**config.mk**
```make
export PLATFORM = sky130hd
export DESIGN_NAME = uc_bcast_sched_flat
export DESIGN_NICKNAME = d
export VERILOG_FILES = /design/src/rtl/uc_pkg.sv /design/src/rtl/uc_bcast_sched_if.sv /design/src/rtl/uc_stall_timer.sv /design/src/rtl/uc_bcast_sched.sv /design/src/flat_wrapper.sv
export SDC_FILE = /design/constraint.sdc
export NUM_CORES = 1
export LEC_CHECK = 0
export ABC_AREA = 1
export BUFFER_PORTS_ARGS = -buffer_cell sky130_fd_sc_hd__buf_4
export CAP_MARGIN = 0
export CORE_ASPECT_RATIO = 1.1
export CORE_MARGIN = 2
export CORE_UTILIZATION = 50
export CTS_BUF_LIST = sky130_fd_sc_hd__clkbuf_2
export DETAILED_ROUTE_END_ITERATION = 12
export PLACE_DENSITY_LB_ADDON = 0.2
export SYNTH_ARGS = -nofsm -noshare
export SYNTH_HDL_FRONTEND = slang
export SYNTH_SLANG_ARGS = --single-unit
```
**constraint.sdc**
```tcl
create_clock -name clk -period 1.6 [get_ports clk]
set_clock_uncertainty 0.1 [all_clocks]
set_input_delay 0.24 -clock clk [delete_from_list [all_inputs] [get_ports clk]]
set_output_delay 0.24 -clock clk [all_outputs]
set_load 0.1 [all_outputs]
```
**src/rtl/uc_pkg.sv**
```systemverilog
// Shared constants, state encoding and error codes for the unit-clause
// broadcast scheduler.
package uc_pkg;
  localparam int NUM_ENGINE = 4;
  localparam int LIT_W      = 11;
  localparam int MAX_UC     = 64;
  localparam int STALL_MAX  = 255;
  localparam int UC_CNT_W   = $clog2(MAX_UC) + 1;
  localparam int STALL_W    = $clog2(STALL_MAX + 1);

  typedef enum logic [2:0] {
    S_IDLE,
    S_FETCH,
    S_BCAST,
    S_DONE,
    S_ERROR
  } uc_bcast_state_t;

  localparam logic [1:0] ERR_NONE     = 2'd0;
  localparam logic [1:0] ERR_OVERFLOW = 2'd1;
  localparam logic [1:0] ERR_STALL    = 2'd2;
  localparam logic [1:0] ERR_NO_ENG   = 2'd3;
endpackage

```
**src/rtl/uc_bcast_sched_if.sv**
```systemverilog
// Control, unit-clause queue and engine broadcast signals of uc_bcast_sched.
interface uc_bcast_sched_if;
  import uc_pkg::*;

  logic                  start;
  logic [NUM_ENGINE-1:0] eng_en;
  logic                  src_done;
  logic                  ucq_valid;
  logic [LIT_W-1:0]      ucq_lit;
  logic                  ucq_pop;
  logic [NUM_ENGINE-1:0] bc_valid;
  logic [LIT_W-1:0]      bc_lit;
  logic [NUM_ENGINE-1:0] eng_ready;
  logic [UC_CNT_W-1:0]   uc_count;
  logic                  busy;
  logic                  done;
  logic [1:0]            err;

  // Handshakes: engine i takes bc_lit in a cycle with bc_valid[i] && eng_ready[i];
  // until then bc_valid[i] and bc_lit hold. The queue is show-ahead: ucq_lit is
  // consumed in the same cycle ucq_pop pulses, and only while ucq_valid is high.
  modport master (
    output start, eng_en, src_done, ucq_valid, ucq_lit, eng_ready,
    input  ucq_pop, bc_valid, bc_lit, uc_count, busy, done, err
  );

  modport slave (
    input  start, eng_en, src_done, ucq_valid, ucq_lit, eng_ready,
    output ucq_pop, bc_valid, bc_lit, uc_count, busy, done, err
  );
endinterface

```
**src/rtl/uc_stall_timer.sv**
```systemverilog
// Counts consecutive broadcast cycles without any engine handshake.
module uc_stall_timer
  import uc_pkg::*;
(
  input  logic clk,
  input  logic rst,
  input  logic clr,
  input  logic inc,
  output logic expire
);
  logic [STALL_W-1:0] cnt;

  // Fires on the increment that would bring the count to STALL_MAX.
  assign expire = inc && (cnt == STALL_W'(STALL_MAX - 1));

  always_ff @(posedge clk or negedge rst) begin
    if (!rst) begin
      cnt <= '0;
    end else if (clr) begin
      cnt <= '0;
    end else if (inc) begin
      cnt <= cnt + 1'b1;
    end
  end
endmodule

```
**src/rtl/uc_bcast_sched.sv**
```systemverilog
// Pops unit-clause literals one at a time and broadcasts each to every enabled
// BCP engine, waiting for all of them to accept before fetching the next.
module uc_bcast_sched
  import uc_pkg::*;
(
  input  logic            clk,
  input  logic            rst,
  uc_bcast_sched_if.slave bus,
  output uc_bcast_state_t dbg_state
);
  uc_bcast_state_t       state;
  logic [NUM_ENGINE-1:0] en_r;
  logic [NUM_ENGINE-1:0] pending;
  logic [LIT_W-1:0]      lit_r;
  logic [UC_CNT_W-1:0]   uc_count;
  logic [1:0]            err;
  logic                  any_hs;
  logic                  last_hs;
  logic                  pop;
  logic                  stall_clr;
  logic                  stall_inc;
  logic                  stall_expire;

  // pending doubles as bc_valid, so eng_ready only reaches it through the flops.
  assign any_hs    = |(pending & bus.eng_ready);
  assign last_hs   = (pending & ~bus.eng_ready) == '0;
  assign pop       = (state == S_FETCH) && bus.ucq_valid &&
                     (uc_count != UC_CNT_W'(MAX_UC));
  assign stall_clr = pop || ((state == S_BCAST) && any_hs);
  assign stall_inc = (state == S_BCAST) && !any_hs;

  uc_stall_timer u_stall (
    .clk    (clk),
    .rst    (rst),
    .clr    (stall_clr),
    .inc    (stall_inc),
    .expire (stall_expire)
  );

  always_ff @(posedge clk or negedge rst) begin
    if (!rst) begin
      state    <= S_IDLE;
      en_r     <= '0;
      pending  <= '0;
      lit_r    <= '0;
      uc_count <= '0;
      err      <= ERR_NONE;
    end else begin
      case (state)
        S_IDLE, S_DONE, S_ERROR: begin
          if (bus.start) begin
            en_r     <= bus.eng_en;
            uc_count <= '0;
            pending  <= '0;
            if (bus.eng_en == '0) begin
              state <= S_ERROR;
              err   <= ERR_NO_ENG;
            end else begin
              state <= S_FETCH;
              err   <= ERR_NONE;
            end
          end
        end
        S_FETCH: begin
          if (bus.ucq_valid) begin
            if (uc_count == UC_CNT_W'(MAX_UC)) begin
              state <= S_ERROR;
              err   <= ERR_OVERFLOW;
            end else begin
              lit_r   <= bus.ucq_lit;
              pending <= en_r;
              state   <= S_BCAST;
            end
          end else if (bus.src_done) begin
            state <= S_DONE;
          end
        end
        S_BCAST: begin
          if (last_hs) begin
            pending  <= '0;
            uc_count <= uc_count + 1'b1;
            state    <= S_FETCH;
          end else if (stall_expire) begin
            pending <= '0;
            state   <= S_ERROR;
            err     <= ERR_STALL;
          end else begin
            pending <= pending & ~bus.eng_ready;
          end
        end
        default: state <= S_IDLE;
      endcase
    end
  end

  assign bus.ucq_pop  = pop;
  assign bus.bc_valid = pending;
  assign bus.bc_lit   = lit_r;
  assign bus.uc_count = uc_count;
  assign bus.busy     = (state == S_FETCH) || (state == S_BCAST);
  assign bus.done     = (state == S_DONE);
  assign bus.err      = err;
  assign dbg_state    = state;
endmodule

```
**src/flat_wrapper.sv**
```systemverilog
// flat-port wrapper written by rule: the top's interface ports become plain ports
module uc_bcast_sched_flat import uc_pkg::*;
  (clk, rst, dbg_state, bus_start, bus_eng_en, bus_src_done, bus_ucq_valid, bus_ucq_lit, bus_eng_ready, bus_ucq_pop, bus_bc_valid, bus_bc_lit, bus_uc_count, bus_busy, bus_done, bus_err);
  uc_bcast_sched_if bus_i ();
  input  logic clk;
  input  logic rst;
  output uc_bcast_state_t dbg_state;
  input wire logic [$bits(bus_i.start)-1:0] bus_start;
  input wire logic [$bits(bus_i.eng_en)-1:0] bus_eng_en;
  input wire logic [$bits(bus_i.src_done)-1:0] bus_src_done;
  input wire logic [$bits(bus_i.ucq_valid)-1:0] bus_ucq_valid;
  input wire logic [$bits(bus_i.ucq_lit)-1:0] bus_ucq_lit;
  input wire logic [$bits(bus_i.eng_ready)-1:0] bus_eng_ready;
  output wire logic [$bits(bus_i.ucq_pop)-1:0] bus_ucq_pop;
  output wire logic [$bits(bus_i.bc_valid)-1:0] bus_bc_valid;
  output wire logic [$bits(bus_i.bc_lit)-1:0] bus_bc_lit;
  output wire logic [$bits(bus_i.uc_count)-1:0] bus_uc_count;
  output wire logic [$bits(bus_i.busy)-1:0] bus_busy;
  output wire logic [$bits(bus_i.done)-1:0] bus_done;
  output wire logic [$bits(bus_i.err)-1:0] bus_err;
  assign bus_i.start = bus_start;
  assign bus_i.eng_en = bus_eng_en;
  assign bus_i.src_done = bus_src_done;
  assign bus_i.ucq_valid = bus_ucq_valid;
  assign bus_i.ucq_lit = bus_ucq_lit;
  assign bus_i.eng_ready = bus_eng_ready;
  assign bus_ucq_pop = bus_i.ucq_pop;
  assign bus_bc_valid = bus_i.bc_valid;
  assign bus_bc_lit = bus_i.bc_lit;
  assign bus_uc_count = bus_i.uc_count;
  assign bus_busy = bus_i.busy;
  assign bus_done = bus_i.done;
  assign bus_err = bus_i.err;
  uc_bcast_sched u_core (.clk(clk), .rst(rst), .bus(bus_i), .dbg_state(dbg_state));
endmodule
```
==> metrics.yaml, run 1 <==
status: "complete, but fails checks"
failed_checks: "negative setup slack"
clockRootBuffer: "clkbuf_2"
p_per_area_nw_per_um2: 2246
syn_area_per_cell_um2: 7.307
maxSlewViolCount: 0
critical_path.endpoint_type: "flip-flop"
fillers: 173
tritoncts: "built"
leakage_nw: 1.943
worstPathCellList: "inv_4 -> ha_4 -> nand2_1 -> inv_1 -> nand3_2 -> buf_4 -> buf_4 -> buf_4 -> o21ai_0 -> o21ai_1"
start_util: 0.5087
peakVddDrop_uv: 1351
drt-total-wl_um: 8872
clk_latency_ns: 0.41
crit_type: "flip-flop to flip-flop"
netlist_area_um2: 2148
maxCapViolations: 0
slowest_delay_ns: 0.54
post-route-util: 0.8975
ioPinCount: 54
critical_path_arrival_ns: 2.25
register_area_um2: 1016
tightest_slew_ns: 0.5092
drive_gt1_frac: 0.4374
crit_fanout: 3
path_clk_slew_ns: 0.23
hold_class: "primary input to flip-flop"
ctsHtreeMaxLevel: 2
dp_hpwl_um: 4146
firstDrtPassIters: 5
area_growth_pct: 76.41
portBuffers: 53
postPlaceCellArea_um2: 2944
slew_headroom: 0.6605
timing.fmax_ghz: 0.4845
grt_first_pass_wirelength_um: 11100
synthesis.nets: 322
antenna_found_initial: 0
drt_iter0_drc: 266
setup_violations: 42
setup_ws_ns: -0.4638
nets: 450
cts.sinks: 39
crit_family: "buffers and inverters"
gp_congestion: 0.8764
multi_input_area_um2: 1301
grt_pass1_vias: 2329
overflow: 0
cp-start-kind: "flip-flop"
syn_inst: 294
die_x_um: 66.50
vias: 2717
yosysTopAreaCellShare: 0.4543
hold_viol: 0
grt_start_max_net_pins: 40
drc_errors: 0
drtAntennaViolNets: 0
rsz0062_at_grt: "yes"
fin_cells: 477
routedWlPerCell_um: 18.60
numCtsBuffers: 5
final_cell_area_um2: 3790
synth.area.top_cells: "dfrtp_1 45%, nand2_1 22%, inv_1 5.6%"
ys_seq_elements: 39
seq_area_frac_synth: 0.4543
die_h_um: 72.75
ys_warn_count: 0
cp_data_required_time_ns: 1.79
ctsLongestPathBuffers: 2
fin_setup_tns_ns: -10.29
core.rowCount: 25
die-area_um2: 4838
period_minus_slack_ns: 2.064
dp_cells: 430
crit_path_top_delay_cell: "dfrtp_4"
num_antenna_cells: 0
synth_cell_types: 27
grt_usage: 0.3042
cp_common_cell: "buf_4"
synth_top_area_cell: "dfrtp_1"
vias_per_cell: 5.696
crit_buf_inv: 5
core_area_um2: 4223
post-route-period-util: 1.290
==> final timing paths <==
path | start | cells after the start | to | slack, ns
max reg2reg | u_core.bus.uc_count[0]$_DFFE_PN0P_ | 10 | u_core.dbg_state[1]$_DFFE_PN0P_ | -0.46
min reg2reg | u_core.bus.bc_lit[2]$_DFFE_PN0P_ | 2 | u_core.bus.bc_lit[2]$_DFFE_PN0P_ | 0.42
min | bus_start | 4 | u_core.bus.uc_count[0]$_DFFE_PN0P_ | 0.07
max | u_core.bus.uc_count[0]$_DFFE_PN0P_ | 10 | u_core.dbg_state[1]$_DFFE_PN0P_ | -0.46
max in group asynchronous | rst | 2 | u_core.dbg_state[0]$_DFFE_PN0P_ | 0.78
min in group asynchronous | rst | 2 | u_core.u_stall.cnt[0]$_DFFE_PN0P_ | 0.20
==> report_power, final <==
part	internal, mW	switching (mW)	total, mW
combinational	2.16	4.20	6.37
sequential	1.36	0.316	1.67
clock	0.119	0.354	0.473
==> repair_timing <==
item                                    CTS  global route
pin swaps                                14            10
hold buffers                             16             0
endpoints found under the setup margin   40            51
buffers inserted                         13            10
gates resized for setup                  58            57
cloned                                    1             2
hold endpoints to repair                 54             0
==> cell usage in the layout, fill, tap and decap left out, types with 3 or more instances in the layout <==
master,instances
dfrtp_4,9
o21ai_1,4
nand3b_1,4
nand3_1,14
inv_4,6
nor2_1,15
o21ai_0,8
buf_6,18
nand2_8,3
nand2_4,7
buf_4,75
dfrtp_2,5
nand4_1,3
nor2_4,4
clkbuf_2,7
o21ai_2,3
nand3_2,7
dlygate4sd3_1,16
buf_12,12
inv_1,25
nand2_1,110
ha_1,3
xor2_1,6
nand2_2,13
dfrtp_1,25
==> synth_stat cells <==
library cell and n:
a21boi_0 1, a21oi_1 3, buf_2 2, buf_4 1
buf_6 1, dfrtp_1 39, ha_1 4, inv_1 32
inv_2 2, nand2_1 128, nand2_2 2, nand2_4 1
nand2b_1 1, nand3_1 23, nand3b_1 4, nand4_1 3
nor2_1 17, nor2_2 1, nor2_4 1, nor3_1 1
nor3_2 1, nor3_4 1, o21ai_0 15, o21ai_1 1
o31ai_1 2, xnor2_1 1, xor2_1 6
==> through the flow <==
stage,hold slack (ns),worst slack (ns),total power [mW]
detailed placement,0.1410,-0.1175,6.159
floorplan,-0.1556,-0.2593,4.860
global route,0.1021,-0.4758,8.771
global placement,0.1389,-0.07010,6.081
finish,0.07306,-0.4638,8.512
CTS,0.08806,-0.3939,7.469
==> routing by layer <==
layer	vias up	global-route usage	share of wire
met5	-	0	0
met3	57	0.06481	0.080
met2	200	0.5356	0.52
met1	1288	0.3579	0.35
met4	0	0.1224	0.057
li1	1172	-	-
==> worst reg2reg max path: stages, from the launching register on <==
cell,delay (ns)
dfrtp_4,0.54
inv_4,0.07
ha_4,0.12
nand2_1,0.05
inv_1,0.07
nand3_2,0.11
buf_4,0.17
buf_4,0.13
buf_4,0.15
o21ai_0,0.31
o21ai_1,0.13
==> flip-flops by register name, indices dropped and copies added (netlist names) <==
| name | cells |
|---|---|
| u_core.u_stall.cnt | 8 |
| u_core.bus.err | 2 |
| u_core.dbg_state | 3 |
| u_core.bus.bc_lit | 11 |
| u_core.bus.uc_count | 7 |
| u_core.bus.bc_valid | 4 |
| u_core.en_r | 4 |
==> cell families (layout without fill, tap and decap cells) <==
logic type	count (synthesis)	in the layout	synth area share
AOI/OAI and AO/OA	22	22	0.05474
xor gates and xnor gates	7	7	0.02854
adders and majority gates	4	4	0.02330
buffers and inverters	38	165	0.07281
DFF	39	39	0.4543
and+or+nand+nor	184	186	0.3663
==> cell type report <==
cell class / count / share of cell area
multi-input combinational: 219 / 0.3433
timing repair buffer: 123 / 0.3183
sequential: 39 / 0.2681
inverter: 34 / 0.04193
tap: 54 / 0.01783
clock buffer: 7 / 0.009244
clock inverter: 1 / 0.001321
Note: power is estimated with default switching activity, not from simulation.
==> run 2, diff against run 1 <==
ABC_AREA = default   (was 1)
CORE_UTILIZATION = 49   (was 50)
==> run 2 against run 1 <==
The flow now stops in 5_1_grt. Area after synthesis is 2.8% lower. Synthesized cell count decreased by 29%.
==> metrics.yaml, run 2 <==
synthArstFlopShare: 1.000
start_util: 0.5190
synth_cell_types: 54
grt_start_max_net_pins: 40
synth.area.top_cells: "dfrtp_1 47%, mux2_2 5.9%, nand2_1 4.3%"
ioPinCount: 54
dp_slack_ns: -0.4229
numCtsBuffers: 5
ctsHtreeMaxLevel: 2
ctsLongestPathBuffers: 2
synth_top_area_cell: "dfrtp_1"
dp_cells: 360
syn_area_per_cell_um2: 9.944
seq_area_frac_synth: 0.4673
synthTopCellsByCount: "39 x dfrtp_1, 24 x nand2_1, 21 x nor2_1"
syn_inst: 210
dp_hpwl_um: 4314
cts.sinks: 39
die_h_um: 72.47
gp_congestion: 0.8380
netlist_area_um2: 2088
synthFlopType: "dfrtp_1"
failed_stage: "5_1_grt"
worst-ep-kind: "output port"
tool.error: "[ERROR DPL-0038] Utilization greater than 100%, impossible to legalize"
crit_endpoint: "bus_ucq_pop"
ys_seq_elements: 39
synthesis.nets: 238
yosysTopAreaCellShare: 0.4673
postPlaceCellArea_um2: 3050
ys_warn_count: 0
status: "stopped before the end"
die_x_um: 66.25
portBuffers: 53
synth_edf_count: 0
clockRootBuffer: "clkbuf_2"
post-synth-top-count-cell: "dfrtp_1"
core.rowCount: 24
==> run 2: changes by cell type after synthesis, moves of 5 or more <==
cell     previous run  this run
xor2_1              6         1
inv_1              32         7
nand3_1            23         9
mux2_2              0        11
nand2_1           128        24
==> run 2: kinds of logic after synthesis <==
kind of cell,synth area share
AND/OR/NAND/NOR,0.2193
AO/OA/AOI/OAI,0.1636
flip-flops,0.4673
buffers and inverters,0.03176
multiplexers,0.06890
XOR/XNOR,0.02516
adder cells (fa/ha/maj),0.02397
==> run 2: repair_timing <==
action	CTS
hold buffers	16
hold endpoints to repair	54
pin swaps	18
endpoints found under the setup margin	50
gates resized for setup	96
setup buffers	24
==> run 2: per-stage QoR <==
step,hold slack (ns),TNS [ns]
after detailed placement,0.1443,-10.39
after floorplan,-0.1556,-19.26
after global placement,0.1384,-9.259
after CTS,0.04986,-16.41
==> run 3, diff against run 2 <==
CORE_ASPECT_RATIO = default   (was 1.1)
CORE_UTILIZATION = 40   (was 49)
CTS_BUF_LIST = default   (was sky130_fd_sc_hd__clkbuf_2)
PLACE_DENSITY_LB_ADDON = 0.15   (was 0.2)
clock period = 2.1 ns   (was 1.6 ns; I/O delays follow)
==> run 3 against run 2 <==
The flow now finishes, with violations (negative setup slack). Synthesized cell count unchanged. Area after synthesis unchanged.
==> metrics.yaml, run 3 <==
hold_viol: 0
syn_inst: 210
numCtsBuffers: 5
drtAntennaViolNets: 0
netlist_area_um2: 2088
register_area_um2: 1006
final_cell_area_um2: 2935
num_antenna_cells: 0
ff2ff_setup_slack_ns: 0.02
failed_checks: "negative setup slack"
synth.area.top_cells: "dfrtp_1 47%, mux2_2 5.9%, nand2_1 4.3%"
core.rowCount: 26
synth_cell_types: 54
path_clk_slew_ns: 0.08
status: "complete, but fails checks"
synth_top_area_cell: "dfrtp_1"
nets: 305
ctsHtreeMaxLevel: 2
r2r-start: "u_core.dbg_state[2]$_DFFE_PN0P_"
synth_edf_count: 0
tightest_slew_ns: 0.5046
cts.sinks: 39
crit_fanout: 2
routed.top_layer: "met4"
vias: 1821
grt_usage: 0.1899
synthFlopType: "dfrtp_1"
synthesis.nets: 238
clockRootBuffer: "clkbuf_8"
crit_path_top_delay_cell: "or4bb_4"
start_util: 0.4115
largest_reg_flops: 11
syn_area_per_cell_um2: 9.944
rr_worst_depth: 5
firstDrtPassIters: 4
grt_start_max_net_pins: 40
die_x_um: 76.26
met2_length_um: 2375
min_delay_path_depth: 3
maxSlewViolCount: 0
worstPathCellList: "or4bb_4 -> a21oi_4 -> buf_12"
die_h_um: 76.26
routedWlPerCell_um: 14.67
vias_per_cell: 5.233
core_area_um2: 5075
postPlaceCellArea_um2: 2755
drc_errors: 0
grt_first_pass_wirelength_um: 8914
drt-total-wl_um: 5104
fillers: 464
hold_end: "u_core.en_r[2]$_DFFE_PN0P_"
timing.fmax_ghz: 0.4710
setup_violations: 1
rsz0062_at_grt: "yes"
ys_seq_elements: 39
ioPinCount: 54
tritoncts: "built"
area_growth_pct: 40.56
cp_data_required_time_ns: 1.68
period_minus_slack_ns: 2.123
r2r_end: "u_core.bus.bc_lit[2]$_DFFE_PN0P_"
antenna_found_initial: 0
layout_common_cells: "63 x buf_4, 25 x dfrtp_1, 23 x nand2_1"
cp-start-kind: "flip-flop"
maxCapViolations: 0
post-synth-top-count-cell: "dfrtp_1"
slew_headroom: 0.6636
multi_input_area_um2: 1136
portBuffers: 53
dp_hpwl_um: 3771
gp_congestion: 0.8501
ys_warn_count: 0
synthArstFlopShare: 1.000
seq_area_frac_synth: 0.4673
crit_type: "flip-flop to primary output"
die-area_um2: 5815
min_from: "bus_eng_en[2]"
wl_met3_um: 184
critical_path.endpoint_type: "primary output"
setup_ws_ns: -0.02333
drt_iter0_drc: 101
crit_family: "simple AND/OR/NAND/NOR gates"
post-route-period-util: 1.011
grt_pass1_vias: 1816
slowest_delay_ns: 0.56
hold_class: "primary input to flip-flop"
clk_latency_ns: 0.30
met1Wirelength_um: 2467
synthTopCellsByCount: "39 x dfrtp_1, 24 x nand2_1, 21 x nor2_1"
yosysTopAreaCellShare: 0.4673
drive_gt1_frac: 0.4137
ctsLongestPathBuffers: 2
critical_path_arrival_ns: 1.71
overflow: 0
crit_buf_inv: 1
final_common_cell: "buf_4"
cp_num_cells: 3
run 3: stage by stage:
step / setup slack (ns) / util / cells / TNS (ns) / hold slack (ns)
global route: -0.07949 / 0.5784 / 348 / -0.1461 / 0.1283
CTS: -0.02170 / 0.5777 / 348 / -0.02170 / 0.1179
floorplan: -0.1706 / - / 210 / -0.8433 / -0.08059
global placement: 0.07343 / 0.5429 / 338 / 0 / 0.2281
finish: -0.02333 / 0.5784 / 348 / -0.02333 / 0.1245
detailed placement: 0.07248 / 0.5429 / 338 / 0 / 0.2242
run 3: logic make-up after synthesis:
kind of cell / share of synthesized area
flip-flops: 0.4673
multiplexers: 0.06890
AND/OR/NAND/NOR: 0.2193
adder cells (fa/ha/maj): 0.02397
buffers and inverters: 0.03176
XOR/XNOR: 0.02516
AO/OA/AOI/OAI: 0.1636
run 3: worst max-delay path by stage:
stage | from | end | slack, ns
2_1_floorplan | u_core.dbg_state[2]$_DFFE_PN0P_ | u_core.bus.uc_count[1]$_DFFE_PN0P_ | -0.17
3_3_place_gp | u_core.dbg_state[2]$_DFFE_PN0P_ | bus_ucq_pop | 0.07
3_5_place_dp | u_core.dbg_state[2]$_DFFE_PN0P_ | bus_ucq_pop | 0.07
4_1_cts | u_core.dbg_state[2]$_DFFE_PN0P_ | bus_ucq_pop | -0.02
5_1_grt | u_core.dbg_state[2]$_DFFE_PN0P_ | bus_ucq_pop | -0.08
6_report | u_core.dbg_state[2]$_DFFE_PN0P_ | bus_ucq_pop | -0.02
run 3: layout make-up:
type | instances | area share
inverter | 7 | 0.01023
clock buffer | 6 | 0.02472
tap | 70 | 0.02984
timing repair buffer | 67 | 0.1850
sequential | 39 | 0.3427
clock inverter | 2 | 0.02046
multi-input combinational | 157 | 0.3870
run 3: per-layer routing:
layer | up-vias | global-route usage
li1 | 891 | -
met1 | 882 | 0.2577
met2 | 41 | 0.2982
met3 | 7 | 0.04147
met4 | 0 | 0.07273
met5 | - | 0
run 3: tightest hold or removal path, stage by stage:
cell and delay, ns:
buf_4 0.09, nand2_1 0.04, nand2_1 0.04
run 3: what timing repair did:
item	in CTS	in global routing
hold endpoints to repair	39	0
hold buffers	1	0
endpoints found under the setup margin	1	12
resized for setup	6	1
buffers inserted	1	0
Power of run 3 is not shown: default switching activity piles up to over one toggle a cycle in this logic, so the estimate is an artifact.
==> run 4, diff against run 3 <==
MAX_ROUTING_LAYER = met4   (was default)
SKIP_LAST_GASP = 1   (was default)
==> run 4 against run 3 <==
The run still ends with negative setup slack left. Sequential share of layout area unchanged. Setup slack got worse by 0.0022 ns. Flip-flop and latch count did not move. Critical path type unchanged.
==> metrics.yaml, run 4 (synthesis results as in run 3) <==
hold_class: "primary input to flip-flop"
num_antenna_cells: 0
die_x_um: 76.26
slew_headroom: 0.6590
gp_congestion: 0.8635
vias: 1836
drt-total-wl_um: 5123
fin_cells: 348
drive_gt1_frac: 0.4137
critical_path_arrival_ns: 1.71
ioPinCount: 54
die_h_um: 76.26
crit_type: "flip-flop to primary output"
fillers: 464
core.rowCount: 26
vias_per_cell: 5.276
start_util: 0.4115
r2r-start: "u_core.dbg_state[2]$_DFFE_PN0P_"
rsz0062_at_grt: "yes"
period_minus_slack_ns: 2.125
clk_latency_ns: 0.30
dp_hpwl_um: 3771
drt_iter0_drc: 102
r2r_end: "u_core.bus.bc_lit[2]$_DFFE_PN0P_"
antenna_found_initial: 0
die-area_um2: 5815
grt_usage: 0.1954
setup_ws_ns: -0.02550
nets: 305
cp_data_required_time_ns: 1.68
layout_common_cells: "63 x buf_4, 25 x dfrtp_1, 23 x nand2_1"
tightest_slew_ns: 0.5114
maxCapViolations: 0
firstDrtPassIters: 5
dp_cells: 338
maxSlewViolCount: 0
cp-start-kind: "flip-flop"
crit_end: "bus_ucq_pop"
tritoncts: "built"
ctsHtreeMaxLevel: 2
drtAntennaViolNets: 0
setup_violations: 1
cp-startpoint: "u_core.dbg_state[2]$_DFFE_PN0P_"
failed_checks: "negative setup slack"
timing.fmax_ghz: 0.4705
dp_slack_ns: 0.07248
numCtsBuffers: 5
portBuffers: 53
critical_path.endpoint_type: "primary output"
ff2ff_setup_slack_ns: 0.02
hold_viol: 0
post-route-period-util: 1.012
clockRootBuffer: "clkbuf_8"
crit_fanout: 2
ctsLongestPathBuffers: 2
rr_worst_depth: 5
grt_start_max_net_pins: 40
largest_reg_flops: 11
drc_errors: 0
status: "complete, but fails checks"
grt_first_pass_wirelength_um: 8907
final_common_cell: "buf_4"
grt_pass1_vias: 1816
core_area_um2: 5075
routedWlPerCell_um: 14.72
overflow: 0
cts.sinks: 39
area_growth_pct: 40.56
path_clk_slew_ns: 0.08
-- run 4: cell counts in the layout (fill, tap and decap cells not counted) --
Identical to the previous run, type by type.
-- run 4: worst min-delay path by stage --
stage	start	to	slack, ns	cells past startpoint
finish	bus_eng_en[2]	u_core.en_r[2]$_DFFE_PN0P_	0.12	3
floorplan	rst	u_core.bus.bc_lit[0]$_DFFE_PN0P_	-0.08	0
global placement	rst	u_core.u_stall.cnt[7]$_DFFE_PN0P_	0.23	1
detailed placement	rst	u_core.u_stall.cnt[7]$_DFFE_PN0P_	0.22	1
global route	bus_ucq_lit[9]	u_core.bus.bc_lit[9]$_DFFE_PN0P_	0.13	2
CTS	bus_eng_en[2]	u_core.en_r[2]$_DFFE_PN0P_	0.12	3
-- run 4: worst max-delay path: stages, from the launching register on --
cell and delay (ns):
dfrtp_4 0.47, or4bb_4 0.56, a21oi_4 0.18, buf_12 0.20
-- run 4: through the flow --
| stage | instance area, µm² | utilization | hold WS, ns | TNS (ns) |
|---|---|---|---|---|
| global route | 2935 | 0.5784 | 0.1280 | -0.1505 |
| global placement | 2755 | 0.5429 | 0.2281 | 0 |
| CTS | 2932 | 0.5777 | 0.1179 | -0.02170 |
| detailed placement | 2755 | 0.5429 | 0.2242 | 0 |
| floorplan | 2233 | - | -0.08059 | -0.8433 |
| finish | 2935 | 0.5784 | 0.1247 | -0.02550 |
-- run 4: area by class of cell --
type	count	area (µm²)	area share
timing repair buffer	67	543.0	0.1850
inverter	7	30.03	0.01023
tap	70	87.58	0.02984
clock buffer	6	72.57	0.02472
multi-input combinational	157	1136	0.3870
sequential	39	1006	0.3427
clock inverter	2	60.06	0.02046
-- run 4: layer usage --
| layer | vias to the layer above | global-route usage | routed length, µm |
|---|---|---|---|
| met3 | 8 | 0.04147 | 232 |
| met1 | 890 | 0.2584 | 2468 |
| li1 | 891 | - | - |
| met4 | 0 | 0.07273 | 67 |
| met2 | 47 | 0.2973 | 2355 |
| met5 | - | - | 0 |
-- run 4: timing repair --
action,CTS,global route
setup endpoints to repair,1,12
hold endpoints to repair,39,0
hold buffers,1,0
resized for setup,6,1
setup buffers,1,0
Power of run 4 is left out for the same reason.
